File: src/rtl/cia_timer_ctrl_n_pkg.sv
// Shared control-register layout and per-channel strobe bundle for the CIA
// timer control block.
package cia;

  localparam int CR_START   = 0;
  localparam int CR_PBON    = 1;
  localparam int CR_OUTMODE = 2;
  localparam int CR_RUNMODE = 3;
  localparam int CR_LOAD    = 4;
  localparam int CR_INMODE  = 5;
  localparam int CR_B7      = 7;

  typedef enum logic [1:0] {
    IM_PHI2    = 2'b00,
    IM_CNT     = 2'b01,
    IM_UFL     = 2'b10,
    IM_UFL_CNT = 2'b11
  } inmode_e;

  typedef struct packed {
    logic    b7;
    inmode_e inmode;
    logic    load;
    logic    runmode;
    logic    outmode;
    logic    pbon;
    logic    start;
  } cr_t;

  typedef struct packed {
    logic start;
    logic toggle;
    logic force_load;
    logic count;
  } tctrl_t;

  // LOAD is a strobe, never a persistent mode, so it always reads back as 0.
  function automatic logic [7:0] cr_readback(input cr_t c);
    logic [7:0] v;
    v = c;
    v[CR_LOAD] = 1'b0;
    return v;
  endfunction

endpackage

File: src/rtl/cia_timer_ctrl_n_ch.sv
// One timer channel: control register, write history, one-shot stop and
// count-source selection.
module cia_timer_ctrl_ch
  import cia::*;
(
  input  logic       clk,
  input  logic       res_n,
  input  logic       i_phi2_dn,
  input  logic       i_wr,
  input  logic [7:0] i_data,
  input  logic       i_ufl,
  input  logic       i_ufl_pred,
  input  logic       i_cnt_up,
  input  logic       i_cnt_prev,
  output logic [7:0] o_reg,
  output tctrl_t     o_ctl
);

  cr_t  r_ctrl;
  cr_t  w_next;
  logic r_wr_prev;
  logic w_src;

  // Old or new RUNMODE stops the timer, so clearing one-shot in the
  // underflow cycle cannot keep it running.
  always_comb begin
    w_next = i_wr ? cr_t'(i_data) : r_ctrl;
    w_next.start = w_next.start & ~((r_ctrl.runmode | w_next.runmode) & i_ufl);
  end

  always_ff @(posedge clk or negedge res_n) begin
    if (!res_n) begin
      r_ctrl    <= '0;
      r_wr_prev <= 1'b0;
    end else if (i_phi2_dn) begin
      r_ctrl    <= w_next;
      r_wr_prev <= i_wr;
    end
  end

  always_comb begin
    w_src = 1'b0;
    case (r_ctrl.inmode)
      IM_PHI2:    w_src = 1'b1;
      IM_CNT:     w_src = i_cnt_up;
      IM_UFL:     w_src = i_ufl_pred;
      IM_UFL_CNT: w_src = i_ufl_pred & i_cnt_prev;
      default:    w_src = 1'b0;
    endcase
  end

  assign o_reg            = cr_readback(r_ctrl);
  assign o_ctl.start      = r_ctrl.start;
  assign o_ctl.toggle     = r_ctrl.outmode;
  assign o_ctl.force_load = w_next.load & r_wr_prev;
  assign o_ctl.count      = r_ctrl.start & w_src;

endmodule

File: src/rtl/cia_timer_ctrl_n.sv
// NCH-channel CIA timer control: address decode, CNT edge detection and
// underflow cascade around per-channel control slices.
module cia_timer_ctrl_n
  import cia::*;
#(
  parameter int         NCH       = 2,
  parameter logic [3:0] ADDR_BASE = 4'hE
)
(
  input  logic             clk,
  input  logic             res_n,
  input  logic             phi2_dn,
  input  logic             we,
  input  logic [3:0]       addr,
  input  logic [7:0]       data,
  input  logic             cnt,
  input  logic [NCH-1:0]   ufl,
  output logic [NCH*8-1:0] regs,
  output logic [NCH-1:0]   start,
  output logic [NCH-1:0]   toggle,
  output logic [NCH-1:0]   force_load,
  output logic [NCH-1:0]   count
);

  logic             r_cnt_prev;
  logic             w_cnt_up;
  logic [NCH-1:0]   w_ufl_prev;
  logic [NCH-1:0]   w_wr;
  tctrl_t           w_ctl [NCH];

  always_ff @(posedge clk or negedge res_n) begin
    if (!res_n) begin
      r_cnt_prev <= 1'b0;
    end else if (phi2_dn) begin
      r_cnt_prev <= cnt;
    end
  end

  assign w_cnt_up = cnt & ~r_cnt_prev;

  for (genvar i = 0; i < NCH; i++) begin : g_ch
    // Four-bit sum wraps the channel address modulo 16.
    localparam logic [3:0] CH_ADDR = ADDR_BASE + 4'(i);

    assign w_wr[i] = we & (addr == CH_ADDR);

    if (i == 0) begin : g_head
      assign w_ufl_prev[i] = 1'b0;
    end else begin : g_link
      assign w_ufl_prev[i] = ufl[i-1];
    end

    cia_timer_ctrl_ch u_ch (
      .clk        (clk),
      .res_n      (res_n),
      .i_phi2_dn  (phi2_dn),
      .i_wr       (w_wr[i]),
      .i_data     (data),
      .i_ufl      (ufl[i]),
      .i_ufl_pred (w_ufl_prev[i]),
      .i_cnt_up   (w_cnt_up),
      .i_cnt_prev (r_cnt_prev),
      .o_reg      (regs[8*i +: 8]),
      .o_ctl      (w_ctl[i])
    );

    assign start[i]      = w_ctl[i].start;
    assign toggle[i]     = w_ctl[i].toggle;
    assign force_load[i] = w_ctl[i].force_load;
    assign count[i]      = w_ctl[i].count;
  end

endmodule

File: config.mk
export PLATFORM = sky130hd
export DESIGN_NAME = cia_timer_ctrl_n
export DESIGN_NICKNAME = d
export VERILOG_FILES = /design/src/rtl/cia_timer_ctrl_n_pkg.sv /design/src/rtl/cia_timer_ctrl_n_ch.sv /design/src/rtl/cia_timer_ctrl_n.sv
export SDC_FILE = /design/constraint.sdc
export NUM_CORES = 1
export LEC_CHECK = 0
export CORE_MARGIN = 2
export CORE_UTILIZATION = 44
export DETAILED_ROUTE_END_ITERATION = 10
export GPL_ROUTABILITY_DRIVEN = 0
export PLACE_DENSITY = 0.93
export SYNTH_ARGS = -nofsm -noshare
export SYNTH_HDL_FRONTEND = slang
export SYNTH_SLANG_ARGS = --single-unit
export TNS_END_PERCENT = 10
File: constraint.sdc
create_clock -name clk -period 3.2 [get_ports clk]
set_input_delay 0.8 -clock clk [delete_from_list [all_inputs] [get_ports clk]]
set_output_delay 0.8 -clock clk [all_outputs]
set_load 0.01 [all_outputs]
**Word-level counts from Yosys, hierarchy flattened**

Index checks and enable logic that the tools add are counted.

- Bitwise operators: 17
- Reductions and logical operators: 5
- Mux-type cells: 4
- Eq/ne operators: 8

Operator list:

| cell | number |
|---|---|
| 1-bit bitwise AND | 12 |
| 5-bit two-way mux | 2 |
| 2-bit equality test, second input constant | 4 |
| 4-bit equality test, second input constant | 2 |
| 2-bit by 1-bit equality test with 1-bit output, second input constant | 2 |
| 2-bit logical NOT | 2 |
| 1-bit one-hot mux with 4 select lines | 1 |
| 2-bit AND reduction | 2 |
| 1-bit NOT | 3 |
| 1-bit one-hot mux with 3 select lines | 1 |
| 1-bit OR | 2 |
| 2-bit OR reduction | 1 |

- Output and inout bits: 24
- Input bits: 19
- Register bits after elaboration: 19

**Depth between registers and ports, before layout**

- Depth in word-level cells: 7
- Gate-level depth with buffers: 4

**Cells and area by module**

From an unflattened synthesis, not the netlist that was laid out.

- Cell total of the unflattened synthesis: 90
- Area total of the unflattened synthesis: 1,046.0 um^2

Modules (own cells, without submodules):

| module | sequential area each (um^2) | instances | cells an instance | area each (um^2) |
|---|---|---|---|---|
| cia_timer_ctrl_ch | 225.2 | 2 | 41 | 489.2 |
| cia_timer_ctrl_n | 25.0 | 1 | 8 | 67.6 |

**Least setup slack after synthesis**

Ideal clock, no wire load.

- Path type: input -> output
- Start point: input addr[0]
- End point: output force_load[0]
- Setup slack: 0.934 ns
- Arrival: 1.466 ns
- Stages: 3
- Required time: 2.400 ns
- Path through: buf_4 nor3b_1 mux2i_1

- Word-level cells in the longest chain between the ends: 4

Ends and longest elaborated chain:

| element | line | source |
|---|---|---|
| from (decl) | cia_timer_ctrl_n.sv:14 | `input logic [3:0] addr,` |
| 4-bit equality test | cia_timer_ctrl_n.sv:45 | `assign w_wr[i] = we & (addr == CH_ADDR);` |
| 1-bit bitwise AND | cia_timer_ctrl_n.sv:45 |  |
| 5-bit two-way mux | cia_timer_ctrl_n_ch.sv:27 | `w_next = i_wr ? cr_t'(i_data) : r_ctrl;` |
| 1-bit bitwise AND | cia_timer_ctrl_n_ch.sv:55 | `assign o_ctl.force_load = w_next.load & r_wr_prev;` |
| to (decl) | cia_timer_ctrl_n.sv:21 | `output logic [NCH-1:0] force_load,` |

Every way passes these cells.

**Worst setup path in the final report**

- Start point: input ufl[0]
- End point: output count[1]

- Word-level cells in the longest chain between the ends: 3

Ends and longest elaborated chain:

| element | line | source |
|---|---|---|
| from (decl) | cia_timer_ctrl_n.sv:17 | `input logic [NCH-1:0] ufl,` |
| 1-bit bitwise AND | cia_timer_ctrl_n_ch.sv:47 | `IM_UFL_CNT: w_src = i_ufl_pred & i_cnt_prev;` |
| 1-bit one-hot mux with 4 select lines * | cia_timer_ctrl_n_ch.sv:43 | `case (r_ctrl.inmode)` |
| 1-bit bitwise AND * | cia_timer_ctrl_n_ch.sv:56 | `assign o_ctl.count = r_ctrl.start & w_src;` |
| to (decl) | cia_timer_ctrl_n.sv:22 | `output logic [NCH-1:0] count` |

Mark *: on every way between the ends. The rest lies on a longest branch, timed or not.

==> run metrics <==
Final Instance Area about 1400 µm²; GRT Total Usage approximately 17%; Sw Share roughly 28%; initial antenna violation count 0; post-route minimum period around 3 ns; crit path DAT 2.19 ns; Slew headroom between 40 and 50%; CP max FO 3; switching pwr between 150 and 200 µW; Setup Crit Path Kind primary input to output pin; total gr overflow 0; design internal power 457 µW; Worst setup EP type output pin; Routed WL per cell 14.0 µm; dpl cell area 1360 µm²; Vias/cell between 5 and 6; max FFs per register 10; Syn Area/Cell about 11 µm²; cell taking the most area after synthesis dfrtp_1; post-synthesis cell count between 90 and 100; status completed; post-synthesis cell area between 1000 and 1500 µm²; CTS sink cnt 19; share of cells above drive strength 1 24.0%; dpl cells approximately 150; pwr dens about 460 nW/µm²; vias in the first global route between 800 and 900; vias post-DR ~770; # H-tree levels 1; Final Core Density 62.2%; Final Non-Filler Cells around 150; Max VDD drop 0.000342 V; final setup fails 0; sum of negative setup slack 0 ns; maximum clock insertion buffer count 2; num ports 43; Post-synth EDFFs 0; Seq cells post-synth 19; worst min-delay path class register to register; top post-synthesis cells by count 22 x buf_4, 19 x dfrtp_1, 15 x mux2_2; root buf cell clkbuf_4; Main synth FF type dfrtp_1; Slew @ Worst Pin a little over 0.8 ns; leakage between 0.6 and 0.7 nW; postcts setup bufs 0; Area contributors post-synth dfrtp_1 45%, mux2_2 16%, buf_4 16%, nand2_1 2.8%, nand3_1 2.4%; Combinational Power Share roughly a third; FMAX roughly 330 MHz; Worst Skew approximately 0.0018 ns; largest net degree at the start of global routing 20; clk_lat worst skew a little over 0.3 ns; Post-DP HPWL about 1.7 mm; Core Region around 2200 µm²; RSZ-0062 raised after global routing false; crit path launch type primary input; Max Cap Viol 0; Num CTS Buffers 3; routed wire length 2.08 mm; top-count cell post-synth buf_4; # rows 17; critical path required time ~2.4 ns; clock power share a little under 20%; Synth top area share between 40 and 50%; Initial Utilization 47.4%; Final Hold Vio Count 0; Seq pwr share 48.2%; DRC viols 0; register area share after synthesis between 40% and 50%; port bufs 40; Min Hold Slack about 0.52 ns; asr flop ratio synth 100%; final period utilization slightly above 90%; Pre-antenna DRT Iters 4; post-synthesis cell type count 24; Yosys Warn Count 0; 1st-iter DRT viols 15; clock-pin slew on the worst setup and hold paths about 0.11 ns; Routed Antenna Nets 0; Die X 53.1 µm; Die ar. 2810 µm²; Nets 141; CTS tree built; hold_buf cts 0; global-route wire length before repair approximately 3.4 mm; die height roughly 53 µm; Max Slew Vio Count 0; Area Growth Syn to Fin 31.2%; diodes inserted 0
[power groups by stage]
stage | Clock [mW] | Sequential [mW] | Combinational (mW)
6_report | 0.125 | 0.308 | 0.206
5_1_grt | 0.135 | 0.314 | 0.222
4_1_cts | 0.130 | 0.309 | 0.209
3_5_place_dp | 0 | 0.314 | 0.208
3_3_place_gp | 0 | 0.310 | 0.201
2_1_floorplan | 0 | 0.304 | 0.140
[worst paths after layout]
kind / cells past startpoint / startpoint / slack [ns] / endpoint
max: 4 / ufl[0] / 0.21 / count[1]
min: 1 / g_ch[0].u_ch.r_ctrl[4]$_DFFE_PN0P_ / 0.52 / g_ch[0].u_ch.r_ctrl[4]$_DFFE_PN0P_
max reg2reg: 1 / g_ch[1].u_ch.o_reg[5]$_DFFE_PN0P_ / 2.40 / g_ch[1].u_ch.o_reg[5]$_DFFE_PN0P_
min reg2reg: 1 / g_ch[0].u_ch.r_ctrl[4]$_DFFE_PN0P_ / 0.52 / g_ch[0].u_ch.r_ctrl[4]$_DFFE_PN0P_
max in group asynchronous: 1 / res_n / 1.75 / g_ch[1].u_ch.o_ctl[2]$_DFFE_PN0P_
min in group asynchronous: 1 / res_n / 0.95 / g_ch[1].u_ch.r_wr_prev$_DFFE_PN0P_
[final cells by class]
class,instances,area [µm²]
Inverter,2,7.51
Clock buffer,3,22.5
Timing Repair Buffer,43,424
Clock inverter,1,5.00
Tap cell,28,35.0
Multi-Input combinational cell,53,419
Fill cell,176,845
Sequential cell,19,475
[what timing repair did]
action | in CTS | in global routing
gates resized for setup | 2 | 1
setup endpoints to repair | 1 | 1
pin swaps | 0 | 0
[critical path, stage by stage]
cell and delay (ns):
clkdlybuf4s50_1 0.52, a21boi_0 0.19, o21a_1 0.15, clkdlybuf4s50_1 0.53
[per-stage QoR]
stage                     worst slack (ns)  total power, mW
after floorplan                      0.934            0.444
after global placement             -0.0340            0.512
after detailed placement           -0.0384            0.522
after CTS                           0.0347            0.648
after global routing                 0.174            0.671
final                                0.211            0.639
[metal layers]
metal	vias up	routed length, µm	part of all wire (%)	GRT usage, %
li1	360	-	-	-
met1	370	780	37	17.2
met2	35	1090	52	31.5
met3	3	179	8.6	5.65
met4	0	36	1.7	8.97
met5	-	0	0	0
[cells by family (layout without fill, tap and decap cells)]
logic type      Yosys count  count (layout)  synth area share, %
mux                      17              17                 17.8
simple gates             22              22                 13.0
other cells               1               2                0.354
buf+inv                  24              49                 16.3
compound gates           12              12                 7.57
flops                    19              19                 44.9
[layout by cell type, fill, tap and decap left out, drive strengths merged]
cell,synthesis,layout
dlygate4sd2,0,1
and3,1,1
nand2b,2,2
clkbuf,0,3
inv,2,2
clkinv,0,1
o31ai,2,2
or3,1,1
mux2i,2,2
mux2,15,15
a21boi,1,1
nor3,1,1
nand3,6,6
o21a,1,1
nand2,8,8
o41ai,1,1
nor3b,1,1
o21ai,1,1
nor2,1,1
a21o,2,2
clkdlybuf4s50,0,38
a21oi,4,4
conb,1,2
or4,1,1
dfrtp,19,19
buf,22,3
dlymetal6s2s,0,1
Power figures use the tool's default switching activity.
